File: config.mk
export PLATFORM = sky130hd
export DESIGN_NAME = mul_div_unit_flat
export DESIGN_NICKNAME = d
export VERILOG_FILES = /design/src/rtl/mul_div_if.sv /design/src/rtl/mul_div_unit.sv /design/src/flat_wrapper.sv
export SDC_FILE = /design/constraint.sdc
export NUM_CORES = 1
export LEC_CHECK = 0
export BUFFER_PORTS_ARGS = -buffer_cell sky130_fd_sc_hd__clkbuf_2
export CORE_ASPECT_RATIO = 0.8
export CORE_MARGIN = 5
export CORE_UTILIZATION = 25
export CTS_CLUSTER_SIZE = 16
export DETAILED_ROUTE_END_ITERATION = 8
export GPL_TIMING_DRIVEN = 1
export PLACE_DENSITY = 0.48
export SLEW_MARGIN = 10
export SYNTH_ARGS = -nofsm -noshare
export SYNTH_HDL_FRONTEND = slang
export SYNTH_SLANG_ARGS = --single-unit
File: constraint.sdc
create_clock -name clk -period 4.1 [get_ports clk]
set_input_delay 0.615 -clock clk [delete_from_list [all_inputs] [get_ports clk]]
set_output_delay 0.615 -clock clk [all_outputs]
set_load 0.01 [all_outputs]
File: src/rtl/mul_div_if.sv
// Handshake and operand bundle between the execute stage and the
// iterative multiply/divide unit.
interface mul_div_if #(
  parameter int DATA_WIDTH = 32
);
  logic                  start;
  logic                  flush;
  logic [2:0]            Funct3;
  logic [DATA_WIDTH-1:0] SrcA;
  logic [DATA_WIDTH-1:0] SrcB;
  logic                  busy;
  logic                  done;
  logic [DATA_WIDTH-1:0] Result;

  modport master (
    output start, flush, Funct3, SrcA, SrcB,
    input  busy, done, Result
  );

  modport slave (
    input  start, flush, Funct3, SrcA, SrcB,
    output busy, done, Result
  );
endinterface

File: src/rtl/mul_div_unit.sv
// Iterative RV32M multiply/divide unit: shift-add multiply and restoring
// divide on operand magnitudes, one bit per cycle, with sign fix-up at
// the end. Divide-by-zero and signed overflow bypass the iteration.
//
// state | meaning
// IDLE  | waiting for start; operands latched on acceptance
// CALC  | one multiplier/quotient bit per cycle, DATA_WIDTH cycles
// FIX   | sign correction, Result written, done pulsed next cycle
module mul_div_unit #(
  parameter int DATA_WIDTH = 32
) (
  input logic    clk,
  input logic    reset,
  mul_div_if.slave bus
);
  localparam int W  = DATA_WIDTH;
  localparam int CW = $clog2(DATA_WIDTH);

  typedef enum logic [1:0] {IDLE, CALC, FIX} state_t;

  state_t           state, state_n;
  logic [CW-1:0]    cnt;
  logic [2:0]       f3;
  logic             sa, sb;
  logic             special;
  logic [W-1:0]     spec_val;
  logic [W-1:0]     opnd;
  logic [2*W-1:0]   acc;
  logic             busy_r, done_r;
  logic [W-1:0]     result_r;

  logic             sgn_a, sgn_b, sa_in, sb_in;
  logic [W-1:0]     mag_a_in, mag_b_in;
  logic             div_zero, div_ovf, special_in, accept;
  logic [W-1:0]     spec_val_in;
  logic [W:0]       mul_sum;
  logic [W:0]       div_shift;
  logic             div_ge;
  logic [W-1:0]     div_diff, rem_next;
  logic [2*W-1:0]   prod;
  logic [W-1:0]     quo, rmd, fix_val;

  // Decode the incoming request: operand signs, magnitudes and special cases.
  always_comb begin
    sgn_a = !((bus.Funct3 == 3'b011) || (bus.Funct3 == 3'b101) || (bus.Funct3 == 3'b111));
    sgn_b = (bus.Funct3 == 3'b000) || (bus.Funct3 == 3'b001) ||
            (bus.Funct3 == 3'b100) || (bus.Funct3 == 3'b110);
    sa_in = sgn_a & bus.SrcA[W-1];
    sb_in = sgn_b & bus.SrcB[W-1];
    mag_a_in = sa_in ? (~bus.SrcA + 1'b1) : bus.SrcA;
    mag_b_in = sb_in ? (~bus.SrcB + 1'b1) : bus.SrcB;
    div_zero = bus.Funct3[2] && (bus.SrcB == '0);
    div_ovf  = bus.Funct3[2] && !bus.Funct3[0] &&
               (bus.SrcA == {1'b1, {(W-1){1'b0}}}) && (bus.SrcB == '1);
    special_in = div_zero || div_ovf;
    if (div_zero)
      spec_val_in = bus.Funct3[1] ? bus.SrcA : '1;
    else
      spec_val_in = bus.Funct3[1] ? '0 : {1'b1, {(W-1){1'b0}}};
    accept = (state == IDLE) && bus.start && !bus.flush;
  end

  // One iteration step for each algorithm, plus the final sign-corrected value.
  always_comb begin
    mul_sum   = {1'b0, acc[2*W-1:W]} + (acc[0] ? {1'b0, opnd} : '0);
    div_shift = {acc[2*W-1:W], acc[W-1]};
    div_ge    = div_shift >= {1'b0, opnd};
    // When div_ge holds the true difference is below opnd, so W bits suffice.
    div_diff  = div_shift[W-1:0] - opnd;
    rem_next  = div_ge ? div_diff : div_shift[W-1:0];
    prod      = (sa ^ sb) ? (~acc + 1'b1) : acc;
    quo       = acc[W-1:0];
    rmd       = acc[2*W-1:W];
    fix_val   = '0;
    case (f3)
      3'b000:  fix_val = prod[W-1:0];
      3'b001,
      3'b010,
      3'b011:  fix_val = prod[2*W-1:W];
      3'b100:  fix_val = (sa ^ sb) ? (~quo + 1'b1) : quo;
      3'b101:  fix_val = quo;
      3'b110:  fix_val = sa ? (~rmd + 1'b1) : rmd;
      default: fix_val = rmd;
    endcase
    if (special) fix_val = spec_val;
  end

  // Next-state logic; flush overrides every transition.
  always_comb begin
    state_n = state;
    case (state)
      IDLE:    if (accept) state_n = special_in ? FIX : CALC;
      CALC:    if (cnt == CW'(W - 1)) state_n = FIX;
      FIX:     state_n = IDLE;
      default: state_n = IDLE;
    endcase
    if (bus.flush) state_n = IDLE;
  end

  // State register.
  always_ff @(posedge clk) begin
    if (reset) state <= IDLE;
    else       state <= state_n;
  end

  // Operand latch, iteration datapath and registered outputs.
  always_ff @(posedge clk) begin
    if (reset) begin
      cnt      <= '0;
      f3       <= '0;
      sa       <= 1'b0;
      sb       <= 1'b0;
      special  <= 1'b0;
      spec_val <= '0;
      opnd     <= '0;
      acc      <= '0;
      busy_r   <= 1'b0;
      done_r   <= 1'b0;
      result_r <= '0;
    end else begin
      busy_r <= (state_n != IDLE);
      done_r <= 1'b0;
      case (state)
        IDLE: begin
          if (accept) begin
            f3       <= bus.Funct3;
            sa       <= sa_in;
            sb       <= sb_in;
            special  <= special_in;
            spec_val <= spec_val_in;
            cnt      <= '0;
            opnd     <= bus.Funct3[2] ? mag_b_in : mag_a_in;
            acc      <= {{W{1'b0}}, (bus.Funct3[2] ? mag_a_in : mag_b_in)};
          end
        end
        CALC: begin
          cnt <= cnt + CW'(1);
          if (f3[2]) acc <= {rem_next, acc[W-2:0], div_ge};
          else       acc <= {mul_sum, acc[W-1:1]};
        end
        FIX: begin
          if (!bus.flush) begin
            result_r <= fix_val;
            done_r   <= 1'b1;
          end
        end
        default: ;
      endcase
    end
  end

  assign bus.busy   = busy_r;
  assign bus.done   = done_r;
  assign bus.Result = result_r;
endmodule

File: src/flat_wrapper.sv
// flat-port wrapper written by rule: the top's interface ports become plain ports
module mul_div_unit_flat 
#(
  parameter int DATA_WIDTH = 32
)
  (clk, reset, bus_start, bus_flush, bus_Funct3, bus_SrcA, bus_SrcB, bus_busy, bus_done, bus_Result);
  mul_div_if #(.DATA_WIDTH(DATA_WIDTH)) bus_i ();
  input logic clk;
  input logic reset;
  input wire logic [$bits(bus_i.start)-1:0] bus_start;
  input wire logic [$bits(bus_i.flush)-1:0] bus_flush;
  input wire logic [$bits(bus_i.Funct3)-1:0] bus_Funct3;
  input wire logic [$bits(bus_i.SrcA)-1:0] bus_SrcA;
  input wire logic [$bits(bus_i.SrcB)-1:0] bus_SrcB;
  output wire logic [$bits(bus_i.busy)-1:0] bus_busy;
  output wire logic [$bits(bus_i.done)-1:0] bus_done;
  output wire logic [$bits(bus_i.Result)-1:0] bus_Result;
  assign bus_i.start = bus_start;
  assign bus_i.flush = bus_flush;
  assign bus_i.Funct3 = bus_Funct3;
  assign bus_i.SrcA = bus_SrcA;
  assign bus_i.SrcB = bus_SrcB;
  assign bus_busy = bus_i.busy;
  assign bus_done = bus_i.done;
  assign bus_Result = bus_i.Result;
  mul_div_unit #(.DATA_WIDTH(DATA_WIDTH)) u_core (.clk(clk), .reset(reset), .bus(bus_i));
endmodule
# --- Word-level counts from Yosys, hierarchy flattened ---
# Cells that the tools add are included.
totals:
  in_bits: 71
  word_cells: 100
  reg_bits: 175
classes:
  eq_ne: 18
  n_mux: 25
  n_bitwise: 10
  n_reduce_logical: 26
  addsub: 8
  order_cmp: 1
ops:
  columns: ["operator", "count"]
  rows:
  - ["$mux W32", 12]
  - ["$mux W64", 3]
  - ["$pmux W32 S5", 1]
  - ["$add A32 B1 Y32 const B", 4]
  - ["$not A32 Y32", 4]
  - ["$pmux W64 S2", 1]
  - ["$add A64 B1 Y64 const B", 1]
  - ["$eq A32 B32 Y1 const B", 2]
  - ["$not A64 Y64", 1]
  - ["$add A32 B33 Y33", 1]
  - ["$ge A33 B32 Y1", 1]
  - ["$logic_not A32 Y1", 1]
  - ["$sub A32 B32 Y32", 1]
  - ["$eq A3 B3 Y1 const B", 7]
  - ["$pmux W5 S2", 1]
  - ["$eq A3 B2 Y1 const B", 3]
  - ["$mux W2", 4]
  - ["$eq A3 B1 Y1 const B", 2]
  - ["$logic_and A1 B1 Y1", 6]
  - ["$logic_not A3 Y1", 2]
  - ["$logic_or A1 B1 Y1", 6]
  - ["$reduce_and A2 Y1", 3]
  - ["$add A5 B1 Y5 const B", 1]
  - ["$eq A5 B5 Y1 const B", 1]
  - ["14 further kinds", 19]

# --- Depth between registers and ports, before layout ---
# Gate-level depths: netlist of run 1.
depth:
  ltp_word: 10
  ltp_mapped: 15
  ltp_nobuf: 14

# --- Worst setup path after synthesis of run 1 ---
# Ideal clock, no wire load.
synth_timing:
  path_type: "register to register"
  startpoint: "reg u_core.acc[0]"
  endpoint: "reg u_core.acc[60]"
  stages_incl_launch_ff: 16
  t_arrival_ps: 3066
  setup_ps: 135
  t_required_ps: 3965
  slack_ps: 899
  n_path_buf: 2
  cell_sequence: "dfxtp_1 > inv_1 > clkbuf_1 > nor2_1 > ha_1 > clkbuf_1 > nand4_1 > a21oi_1 > a21oi_1 > o41ai_1 > o31a_1 > a31oi_1 > o311ai_0 > a21oi_1 > xor2_1 > o221ai_1"
synth_via:
  elab_chain_len: 4
synth_rtl:
  columns: ["item", "line", "rtl"]
  rows:
  - ["start, declared", "mul_div_unit.sv:28", "logic [2*W-1:0] acc;"]
  - ["start signal, assigned", "mul_div_unit.sv:133", "acc <= {{W{1'b0}}, (bus.Funct3[2] ? mag_a_in : mag_b_in)};"]
  - ["start signal, assigned", "mul_div_unit.sv:138", "if (f3[2]) acc <= {rem_next, acc[W-2:0], div_ge};"]
  - ["start signal, assigned", "mul_div_unit.sv:139", "else acc <= {mul_sum, acc[W-1:1]};"]
  - ["$mux W32", "mul_div_unit.sv:65", "mul_sum = {1'b0, acc[2*W-1:W]} + (acc[0] ? {1'b0, opnd} : '0);"]
  - ["$add A32 B33 Y33", "mul_div_unit.sv:65", null]
  - ["$mux W64", "mul_div_unit.sv:138", null]
  - ["$pmux W64 S2", "mul_div_unit.sv:123", "case (state)"]
# No other way between the ends.
# A chain may end at the register's enable or synchronous reset.

# --- Final worst setup path of run 1 ---
layout_timing:
  startpoint: "reg u_core.acc[0]"
  endpoint: "reg u_core.result_r[1] (netlist: u_core.bus.Result[1])"
layout_via:
  elab_chain_len: 5
  elab_cells_between_ends: 8
layout_rtl:
  columns: ["item", "line", "rtl"]
  rows:
  - ["$not A64 Y64 or $not A32 Y32 (tied branches)", "mul_div_unit.sv:71, mul_div_unit.sv:80", null]
  - ["$add A64 B1 Y64 or $add A32 B1 Y32 (tied branches)", "mul_div_unit.sv:71, mul_div_unit.sv:80", null]
  - ["$mux W64 or $mux W32 (tied branches)", "mul_div_unit.sv:71, mul_div_unit.sv:80", null]
  - ["$pmux W32 S5 *", "mul_div_unit.sv:75", "case (f3)"]
  - ["$mux W32 *", "mul_div_unit.sv:85", "if (special) fix_val = spec_val;"]
  - ["end signal, assigned", "mul_div_unit.sv:143", "result_r <= fix_val;"]
  - ["end, declared", "mul_div_unit.sv:30", "logic [W-1:0] result_r;"]
# Mark *: on every way between the ends. The rest lies on a longest branch, timed or not.

==> metrics.csv, run 1 <==
stage,metric,value,unit
clock_tree,worst-skew pair later-pin latency,0.49,ns
power,Power Total,5.43,mW
layout,Util after Layout,28.9,%
synth,top_reg_cell synth,dfxtp_1,
power,LEAKAGE,7.08,nW
timing,Hold Worst Slack,0.449,ns
timing,clock skew,0.0313,ns
synth,Synth area leader,dfxtp_1,
synth,synth top area cells,"dfxtp_1 22%, a21oi_1 7.4%, nor2_1 6.1%, mux2i_1 5.8%, o21ai_0 5.6%",
synth,ys async rst share,0,%
clock_tree,clock tree from TritonCTS,done,
route,via count,18200,
floorplanning,top-level I/O count,105,
timing,Final Hold Fails,0,
synth,largest family of logic cells by synthesized area,compound AO/OA/AOI/OAI gates,
synth,Synth warnings,0,
critical_path,CP Max Fanout,8,
synth,Mapped Cells,2308,
run,Max Cap Viol,0,
clock_tree,Setup Buffers After CTS,0,
outcome,status,finished clean,
synth,synthesized net count,2452,
floorplanning,Starting Density,25.3,%
route,DRC,0,
route,final antenna-violating net count,0,
clock_tree,clock sinks,175,
timing,fin crit share,96.8,%
floorplanning,Core ar.,64300,µm²
route,WL final,77000,µm
placed_design,post-detail-place hpwl,60400,µm
critical_path,Worst Setup Path Type,reg2reg,
synth,average instance area after synthesis,7.05,µm²
timing,Worst Tran Pin Value,1.19,ns
placed_design,gpl congestion,0.960,
synth,Post-Synth Simple-Gate Area,24.1,%
timing,final setup fails,0,
route,WL/cell,24.0,µm
clock_tree,TritonCTS Buffers,17,
synth,Post-synth EDFFs,0,
power,pwr dens,292,nW/µm²
floorplanning,die span in x,295,µm
synth,Yosys top cell area share,21.5,%
power,worst vdd ir,185,µV
synth,adder-cell share of the synthesized area,5.71,%
synth,mapped cell area,16300,µm²
timing,Max Freq,252,MHz
critical_path,CP arrival,4.28,ns
route,initial drt markers,2139,
route,TritonRoute pass-1 iters,7,
clock_tree,clk slew on worst S/H paths,0.08,ns
clock_tree,number of hold buffers added after CTS,0,
critical_path,CP endpoint kind,flip-flop,
global_route,initial antenna violation count,1,
global_route,global-route wire length before repair,113000,µm
critical_path,Critical Path Start Type,flip-flop,
route,drt via density,5.68,
floorplanning,Row Count,83,
critical_path,WP data required,4.41,ns
min_path,Worst Hold Class,reg2reg,
placed_design,I/O Buffers,104,
clock_tree,CTS max path bufs,2,
synth,cell with the most instances after synthesis,nor2_1,
layout,share of cells above drive strength 1,11.8,%
global_route,vias in the first global route,16800,
synth,"FF+latch count, synth",175,
layout,Layout area overhead,14.2,%
global_route,largest net degree at the start of global routing,69,
synth,Synth Area in Compound Gates,27.6,%
clock_tree,htree depth,4,
timing,unrepaired setup endpoints after global routing,false,
clock_tree,clock root buffer,clkbuf_16,
timing,Final Critical Period,3.97,ns
synth,top cell types by occurrence after synthesis,"265 x nor2_1, 240 x a21oi_1, 225 x nand2_1, 183 x o21ai_0, 175 x dfxtp_1",
synth,Synth cell types,85,
timing,Slew HR,20.1,%
global_route,Overall Global Routing Usage,21.0,%
timing,Fin Setup TNS,0,ns
floorplanning,die area,70300,µm²
timing,Pins Over Slew Limit,0,
global_route,grt ovf,0,
synth,proportion of synthesized area in mux cells,6.05,%
layout,nets@finish,2483,
floorplanning,die height,238,µm
synth,share of the yosys chip area belonging to registers,21.5,%
synth,post-synthesis xor/xnor area fraction,8.99,%
==> worst max-delay path: stages, from the launching register on <==
cell	delay, ns
dfxtp_1	0.33
buf_4	0.16
or4_1	0.58
nor2_1	0.44
and4b_1	0.35
and2b_2	0.22
nand2_2	0.22
o21ai_1	0.21
or3_1	0.12
a211oi_1	0.10
a2111oi_0	0.96
nor3_1	0.11
==> metal layers <==
layer	track usage [%]	routed length [µm]	part of all wire (%)
met1	31.7	36300	47
met2	29.7	31700	41
met3	4.26	6790	8.8
met4	6.31	2240	2.9
met5	0	0	0
==> sequential cells by signal (all words and copies together), names as in the netlist <==
name / flops
u_core.sa: 1
u_core.opnd: 32
u_core.bus.done: 1
u_core.sb: 1
u_core.cnt: 5
u_core.spec_val: 32
u_core.acc: 64
u_core.bus.busy: 1
u_core.bus.Result: 32
u_core.special: 1
u_core.f3: 3
u_core.state: 2
==> worst paths after layout <==
path,startpoint,end,slack (ns),cells past startpoint
worst max-delay path,u_core.acc[0],u_core.bus.Result[1],0.13,11
worst min-delay path,u_core.spec_val[8],u_core.spec_val[8],0.45,2
worst max register to register,u_core.acc[0],u_core.bus.Result[1],0.13,11
worst min register to register,u_core.spec_val[8],u_core.spec_val[8],0.45,2
==> power by group <==
group	leakage, nW	switching [mW]	internal (mW)
registers	1.42	0.0963	1.76
clock network	0.307	0.901	0.943
logic	5.35	1.13	0.597
==> stage by stage <==
stage / area, µm² / cells / setup slack (ns)
4_1_cts: 18600 / 3202 / 0.265
6_report: 18600 / 3203 / 0.130
5_1_grt: 18600 / 3202 / 0.0861
2_1_floorplan: 16300 / 2308 / 0.899
3_3_place_gp: 17900 / 3170 / 0.347
3_5_place_dp: 17900 / 3170 / 0.270
==> cells in the final DEF, fill, tap and decap left out, types with 15 or more instances in the layout <==
cell	n
o22ai_1	19
nand3_1	51
nor2b_1	15
a21oi_1	239
a21o_1	28
inv_1	68
o21ai_0	183
a311oi_1	17
mux2i_1	95
clkbuf_16	17
nand2b_1	42
nor2_1	262
nand4_1	27
xor2_1	79
o211ai_1	33
a22oi_1	20
a211oi_1	43
o31ai_1	23
xnor2_1	86
clkbuf_2	103
nand2_1	224
nor3_1	61
and3_1	28
nor4_1	16
or3_1	23
buf_4	93
dfxtp_1	174
a31oi_1	16
ha_1	71
==> cell type report <==
type / count / area, µm²
Inverter: 68 / 255
Multi-Input combinational cell: 1879 / 11900
Tap cell: 850 / 1060
Fill cell: 7014 / 45700
Timing Repair Buffer: 198 / 1250
Clock inverter: 15 / 213
Clock buffer: 17 / 425
Antenna cell: 1 / 2.50
Sequential cell: 175 / 3500
==> what timing repair did <==
item	4_1_cts	5_1_grt
endpoints found under the setup margin	0	1
endpoints found under the hold margin	0	0
resized for setup	0	1
==> cell families after synthesis <==
kind of cell,after synthesis
and+or+nand+nor,814
AOI/OAI and AO/OA,727
buffers and inverters,254
DFF,175
xor gates and xnor gates,167
muxes,98
adders and majority gates,73
(Power assumes the default switching activity.)
==> run 2: changes to the inputs <==
Settings changed: CORE_UTILIZATION 25 to 45, PLACE_DENSITY 0.48 to 0.7.
==> run 2 against run 1 <==
Critical path depth rose by 4; setup slack improved by 0.076 ns; final area shrank 2.4%; clock skew shrank 0.014 ns; worst hold slack better by 0.0044 ns; cell count is 11% lower; clock power decreased by 4%; register-to-register slack improved by 0.08 ns; total power is 1.4% lower; wire length shrank 7.5%; largest power group unchanged; highest routed layer is now met5.
==> metrics.csv, run 2 (synthesis results as in run 1) <==
stage,metric,value,unit
outcome,status,finished clean,
clock_tree,clock tree from TritonCTS,done,
layout,fill count,3623,
min_path,Worst Hold Class,reg2reg,
timing,Worst Tran Pin Value,0.820,ns
route,DRC,0,
layout,"commonest non-fill, non-tap cell in the layout",nor2_1,
critical_path,Critical Path Start Type,flip-flop,
route,final antenna-violating net count,0,
route,drt via density,6.51,
global_route,initial antenna violation count,3,
critical_path,CP endpoint kind,flip-flop,
clock_tree,clock root buffer,clkbuf_16,
power,Reg power frac,34.7,%
clock_tree,clk slew on worst S/H paths,0.08,ns
layout,Layout Cells excl Fill,2839,
layout,Largest register FFs,64,
timing,Max Freq,257,MHz
floorplanning,top-level I/O count,105,
global_route,vias in the first global route,16800,
timing,Fin Setup TNS,0,ns
critical_path,CP arrival,4.24,ns
floorplanning,die height,180,µm
global_route,grt ovf,0,
critical_path,worst reg-to-reg setup slack,0.21,ns
global_route,GR Util met3,9.69,%
clock_tree,CTS max path bufs,2,
placed_design,I/O Buffers,104,
floorplanning,die area,40100,µm²
clock_tree,number of hold buffers added after CTS,0,
placed_design,post-detail-place hpwl,55300,µm
timing,final setup fails,0,
power,power share of the clock group,33.1,%
power,LEAKAGE,7.10,nW
floorplanning,Row Count,62,
clock_tree,TritonCTS Buffers,17,
power,internal power,3.21,mW
timing,final worst setup slack,0.206,ns
layout,Layout area overhead,11.4,%
layout,Top reg by flops,u_core.acc,
critical_path,CP Max Fanout,21,
floorplanning,Core ar.,35800,µm²
floorplanning,die span in x,223,µm
clock_tree,htree depth,4,
global_route,GR Layer Usage met2,47.3,%
layout,Util after Layout,50.6,%
route,initial drt markers,2424,
timing,fin crit share,95.0,%
global_route,largest net degree at the start of global routing,72,
timing,Final Hold Fails,0,
layout,share of cells above drive strength 1,12.0,%
route,TritonRoute pass-1 iters,6,
timing,Final Critical Period,3.89,ns
route,WL/cell,25.1,µm
power,Logic pwr share,32.2,%
clock_tree,worst-skew pair later-pin latency,0.47,ns
timing,clock skew,0.0170,ns
timing,unrepaired setup endpoints after global routing,false,
min_path,worst hold path depth,2,
critical_path,WP data required,4.45,ns
global_route,Overall Global Routing Usage,33.6,%
power,Net Sw Frac,40.1,%
clock_tree,Post-CTS Resized,0,
power,worst vdd ir,197,µV
global_route,global-route wire length before repair,105000,µm
placed_design,Placement Setup Slack,0.100,ns
global_route,GRT busiest layer,met1,
global_route,GR Util met1,48.4,%
run,Max Cap Viol,0,
power,pwr dens,295,nW/µm²
timing,Slew HR,43.9,%
timing,Pins Over Slew Limit,0,
critical_path,Worst Setup Path Type,reg2reg,
route,via count,18500,
power,sw power,2.14,mW
clock_tree,Setup Buffers After CTS,0,
floorplanning,Starting Density,45.4,%
layout,nets@finish,2490,
placed_design,placed cell count,2807,
layout,Antenna diodes,0,
critical_path,worst reg2reg path depth,15,
layout,most frequent cells in the layout,"263 x nor2_1, 240 x a21oi_1, 224 x nand2_1",
placed_design,gpl congestion,1.11,
route,WL final,71200,µm
clock_tree,clock sinks,175,
[run 2: cell types whose count changed in the layout (fill, tap and decap cells not counted), sizes merged]
cell,delta
buf,+7
bufinv,-2
clkinv,+2
clkinvlp,-1
diode,-1
inv,+1
[run 2: final cells by class]
class                      instances  area [µm²]  share of cell area, %
timing repair buffer             205        1280                   7.07
clock inverter                    15         199                   1.10
clock buffer                      17         425                   2.35
inverter                          68         255                   1.41
multi-input combinational       1879       11900                   65.4
tap                              480         601                   3.31
sequential                       175        3500                   19.3
[run 2: path summary, 6_finish.rpt]
check                            from                  end
hold reg to reg   u_core.spec_val[14]  u_core.spec_val[14]
setup reg to reg        u_core.acc[0]       u_core.acc[60]
hold / removal    u_core.spec_val[14]  u_core.spec_val[14]
setup / recovery        u_core.acc[0]       u_core.acc[60]
[run 2: power by group through the flow]
stage | combinational (mW) | sequential [mW] | clock, mW
global placement | 1.65 | 1.89 | 0
detailed placement | 1.65 | 1.89 | 0
global route | 1.83 | 1.86 | 1.85
floorplan | 1.11 | 1.84 | 0
finish | 1.72 | 1.85 | 1.77
CTS | 1.66 | 1.85 | 1.78
[run 2: critical path, stage by stage (launching register included)]
cell and delay, ns:
dfxtp_1 0.41, inv_1 0.41, buf_4 0.35, nor2_1 0.07, ha_1 0.36, a21oi_1 0.24
o21ai_0 0.12, a31oi_1 0.19, o41ai_1 0.11, buf_4 0.16, o31a_1 0.26, a31oi_1 0.38
o311ai_0 0.21, a21oi_1 0.20, xor2_1 0.17, o221ai_1 0.13
[run 2: metrics by stage]
| stage | total power, mW | hold slack, ns | area (µm²) |
|---|---|---|---|
| 2_1_floorplan | 2.95 | 0.427 | 16300 |
| 3_3_place_gp | 3.54 | 0.436 | 17500 |
| 3_5_place_dp | 3.54 | 0.443 | 17500 |
| 4_1_cts | 5.29 | 0.440 | 18100 |
| 5_1_grt | 5.54 | 0.460 | 18100 |
| 6_report | 5.35 | 0.453 | 18100 |
[run 2: per-layer routing]
metal	wire length, µm	vias up
li1	-	8415
met1	30500	8773
met2	28700	1131
met3	8900	169
met4	3110	2
met5	13	-
